[src/rtl/traffic_light_fsm.sv]
// Highway / farm-road traffic light controller.
// The highway stays green until a farm-road car is seen and the long timer has
// expired. The farm road then gets green until its car leaves or the long timer
// expires. Each change of state pulses st for one cycle, which clears both
// external interval timers. All outputs come straight from flops.
module traffic_light_fsm (
   input  logic       clk,
   input  logic       rst,
   input  logic       c,
   input  logic       tl,
   input  logic       ts,
   output logic       st,
   output logic [1:0] hl,
   output logic [1:0] fl
);

   localparam logic [1:0] LIGHT_GREEN  = 2'b00;
   localparam logic [1:0] LIGHT_YELLOW = 2'b01;
   localparam logic [1:0] LIGHT_RED    = 2'b10;

   typedef enum logic [2:0] {
      INIT = 3'd0,
      HG   = 3'd1,
      HY   = 3'd2,
      FG   = 3'd3,
      FY   = 3'd4
   } state_t;

   state_t     state_q, state_d;
   logic       st_q, st_d;
   logic [1:0] hl_q, hl_d;
   logic [1:0] fl_q, fl_d;
   logic       cs1_q, cs1_d;
   logic       cs_q, cs_d;
   logic       tlq, tsq;
   logic       settled;

   // Next-state, timer-start and light decode; lights follow the next state so
   // the registered codes always match the state register with no input path.
   always_comb begin
      // NOTE: every signal assigned here gets a default first, so no branch
      // can leave one unassigned and infer a latch.
      state_d = state_q;
      hl_d    = LIGHT_RED;
      fl_d    = LIGHT_RED;

      // Two-flop synchronizer for the asynchronous car sensor.
      cs1_d = c;
      cs_d  = cs1_q;

      // A timeout seen while the clear pulse is still in flight is stale.
      settled = ~st_q;
      tlq     = tl & settled;
      tsq     = ts & settled;

      unique case (state_q)
         INIT:    state_d = HG;
         HG:      if (cs_q && tlq)                 state_d = HY;
         HY:      if (tsq)                         state_d = FG;
         // A departed car only ends farm green once the timers have settled.
         FG:      if (settled && (!cs_q || tlq))   state_d = FY;
         FY:      if (tsq)                         state_d = HG;
         default: state_d = INIT;
      endcase

      // Timer start is high for exactly the cycle after any state change.
      st_d = (state_d != state_q);

      unique case (state_d)
         HG: begin
            hl_d = LIGHT_GREEN;
            fl_d = LIGHT_RED;
         end
         HY: begin
            hl_d = LIGHT_YELLOW;
            fl_d = LIGHT_RED;
         end
         FG: begin
            hl_d = LIGHT_RED;
            fl_d = LIGHT_GREEN;
         end
         FY: begin
            hl_d = LIGHT_RED;
            fl_d = LIGHT_YELLOW;
         end
         default: begin
            hl_d = LIGHT_RED;
            fl_d = LIGHT_RED;
         end
      endcase
   end

   // State, registered outputs and synchronizer; reset forces all-red with st
   // held high so both timers are cleared before highway green is entered.
   always_ff @(posedge clk or posedge rst) begin
      // NOTE: sequential state uses non-blocking assignments so every flop
      // samples the pre-edge value of the others regardless of statement order.
      if (rst) begin
         state_q <= INIT;
         st_q    <= 1'b1;
         hl_q    <= LIGHT_RED;
         fl_q    <= LIGHT_RED;
         cs1_q   <= 1'b0;
         cs_q    <= 1'b0;
      end else begin
         state_q <= state_d;
         st_q    <= st_d;
         hl_q    <= hl_d;
         fl_q    <= fl_d;
         cs1_q   <= cs1_d;
         cs_q    <= cs_d;
      end
   end

   assign st = st_q;
   assign hl = hl_q;
   assign fl = fl_q;

endmodule

[config.mk]
export PLATFORM = sky130hd
export DESIGN_NAME = traffic_light_fsm
export DESIGN_NICKNAME = d
export VERILOG_FILES = /design/src/rtl/traffic_light_fsm.sv
export SDC_FILE = /design/constraint.sdc
export NUM_CORES = 1
export LEC_CHECK = 0
export CAP_MARGIN = 20
export CORE_ASPECT_RATIO = 0.8
export CORE_UTILIZATION = 25
export CTS_CLUSTER_DIAMETER = 50
export CTS_CLUSTER_SIZE = 14
export DETAILED_ROUTE_END_ITERATION = 12
export PLACE_DENSITY = 0.42
export RECOVER_POWER = 50
export SYNTH_ARGS = -nofsm -noshare
export SYNTH_HDL_FRONTEND = slang
export SYNTH_SLANG_ARGS = --single-unit
export TNS_END_PERCENT = 5
[constraint.sdc]
create_clock -name clk -period 2.9 [get_ports clk]
set_clock_uncertainty 0.1 [all_clocks]
set_input_delay 0.435 -clock clk [delete_from_list [all_inputs] [get_ports clk]]
set_output_delay 0.435 -clock clk [all_outputs]
set_load 0.02 [all_outputs]
==> impl_metrics.ini <==
[clock_tree]
htree_levels = 1
holdBufCountCts = 0
post_cts_buffers = 0
cts.sinks = 10
cts_buffers = 3
cts-root-buf = clkbuf_4
cts_resized = 0
clkTransAtPathRegs_ns = 0.06
clock_latency_ns = 0.27
clk_path_buf_depth = 2
cts_tree = done

[placement]
hpwlAfterDp_um = 583
place_inst = 69
gp_congestion = 0.748
io_buffers = 9
dp_slack_ns = 1.03
postPlaceCellArea_um2 = 578

[final_layout]
final_area_um2 = 614
antennaDiodeCount = 0
area_delta_synth_final_pct = 31.3
nNetsFinal = 57
layoutNonFillerInstCount = 73
drive_above_1_share = 0.216
fill_cells = 176
final_core_util = 0.363

[pwr]
p_leak_nw = 0.234
fin_total_pwr_mw = 0.608
vdd_ir_drop_max_mv = 0.406
p_per_area_mw_per_mm2 = 990

[routing]
ant_nets = 0
wire_per_inst_um = 11.3
viasPerCell = 4.71
first_iter_violations = 10
firstDrtPassIters = 4
wl_um = 828
drc_errors = 0
vias = 344

[setup_path]
path_cells = clkdlybuf4s50_1
worstPathMaxFanout = 5
path_buf_inv = 1
max_stage_delay_ns = 0.61
critPathKind = register to output port
start_kind = register
crit_family = buffers and inverters
cp.arrival_ns = 1.43
critPathRequiredTime_ns = 2.37
slowest_stage = clkdlybuf4s50_1
critPathCaptureType = output port

[yosys]
synth-adder-area-share = 0
synthCells = 39
synthMuxAreaShare = 0
post_synth.cell_area_avg_um2 = 12.0
synth_area_um2 = 468
synth-seq-cells = 10
yosysUniqueCellTypes = 22
synth_nets = 44
synthSimpleGateAreaFrac = 0.142
yosys_warnings = 0
synth-xor-area-share = 0.0561
ys_seq_area_frac = 0.543
synth_top_family_by_area = compound AO/OA/AOI/OAI gates
synth_compound_area_frac = 0.219

[timing]
fmax_mhz = 510
fin_crit_ns = 1.96
holdWs_ns = 0.255
fin_ws_ns = 0.938
relSlewSlack = 0.714
hold_viol_final = 0
setup_tns_ns = 0
worst_pin_slew_ns = 0.429
min_period_over_period = 0.677
grt_setup_unrepaired = false
maxSlewViolCount = 0
finalSetupViolations = 0

[floorplanning]
core-area_mm2 = 0.00169
ios = 10
dieHeight_um = 40.7
die_width_um = 50.4
die_area_mm2 = 0.00205
core.rowCount = 13
initial_core_util = 0.277

[global_route]
track_usage = 0.102
grt_overflow_total = 0
grt_pass1_wl_um = 1340
first_global_vias = 292
grt_antenna_before_repair = 0
grt_max_degree = 11

[run_status]
outcome = finished clean

[worst_hold_path]
holdCritPathClass = register to register

[run]
timing.max_cap.violations = 0
[metal layers]
| metal | share of wire | global-route usage | vias to the layer above | routed length, µm |
|---|---|---|---|---|
| met4 | 0.028 | 0.0833 | 0 | 23 |
| met2 | 0.44 | 0.130 | 13 | 361 |
| met3 | 0.065 | 0.0667 | 4 | 54 |
| met5 | 0 | 0 | - | 0 |
| li1 | - | - | 163 | - |
| met1 | 0.47 | 0.119 | 164 | 388 |
[layout by cell type, fill, tap and decap left out]
| cell | Yosys | routed |
|---|---|---|
| or3_4 | 1 | 1 |
| clkbuf_4 | 0 | 3 |
| a211oi_1 | 1 | 1 |
| nand3_1 | 1 | 1 |
| nand3b_1 | 1 | 1 |
| a21boi_1 | 1 | 1 |
| dfrtp_1 | 7 | 7 |
| nor2b_1 | 1 | 1 |
| a21oi_1 | 1 | 1 |
| nor2_1 | 2 | 2 |
| o41ai_1 | 2 | 2 |
| nand2b_2 | 1 | 1 |
| o211ai_1 | 1 | 1 |
| xnor2_1 | 3 | 3 |
| nand2_1 | 2 | 2 |
| o21ai_1 | 1 | 1 |
| clkdlybuf4s50_1 | 0 | 7 |
| o311ai_2 | 1 | 1 |
| a21oi_4 | 1 | 1 |
| dfstp_2 | 3 | 3 |
| inv_1 | 3 | 3 |
| dlygate4sd3_1 | 0 | 2 |
| clkbuf_8 | 0 | 1 |
| nand2b_1 | 2 | 2 |
| a311o_1 | 2 | 2 |
[sequential cells by signal (all words and copies together), names as in the netlist]
signal,count
cs1_q,1
cs_q,1
hl,2
st,1
state_q,3
fl,2
[cells in the mapped netlist (all sizes together)]
library cell / number / share of area
buf: 1 / 0.016
inv: 3 / 0.024
nand3b: 1 / 0.016
o21ai: 1 / 0.011
xnor2: 3 / 0.056
o211ai: 1 / 0.016
nand2: 2 / 0.016
dfrtp: 7 / 0.37
or3: 1 / 0.024
nor2b: 1 / 0.013
o311ai: 1 / 0.035
dfstp: 3 / 0.17
a311o: 2 / 0.043
nor2: 2 / 0.016
a21oi: 2 / 0.045
a21boi: 1 / 0.016
a211oi: 1 / 0.016
nand2b: 3 / 0.045
nand3: 1 / 0.011
o41ai: 2 / 0.037
[report_power, final]
group          switching, mW  internal (mW)  total (mW)
combinational          0.117          0.123       0.240
clock                 0.0488         0.0763       0.125
sequential            0.0484          0.195       0.243
[final timing paths]
check / start / endpoint / slack [ns] / depth (start not counted)
worst min register to register: cs1_q$_DFF_PP0_ / cs_q$_DFF_PP0_ / 0.26 / 0
worst min-delay path: cs1_q$_DFF_PP0_ / cs_q$_DFF_PP0_ / 0.26 / 0
worst max-delay path: st$_DFF_PP1_ / st / 0.94 / 1
worst max register to register: state_q[2]$_DFF_PP0_ / hl[1]$_DFF_PP1_ / 1.38 / 3
max in group asynchronous: rst / st$_DFF_PP1_ / 1.93 / 2
min in group asynchronous: rst / state_q[0]$_DFF_PP0_ / 0.47 / 2
[layout make-up]
| class | count | area [µm²] | area share |
|---|---|---|---|
| inverter | 3 | 11.3 | 0.0183 |
| sequential | 10 | 254 | 0.413 |
| tap | 22 | 27.5 | 0.0448 |
| timing repair buffer | 9 | 90.1 | 0.147 |
| clock buffer | 4 | 36.3 | 0.0591 |
| multi-input combinational | 25 | 195 | 0.318 |
[cell families (layout without fill, tap and decap cells)]
group | after synthesis | in the layout
buffers and inverters | 4 | 16
xor gates and xnor gates | 3 | 3
AOI/OAI and AO/OA | 11 | 11
and+or+nand+nor | 11 | 11
DFF | 10 | 10
Power figures use the tool's default switching activity.
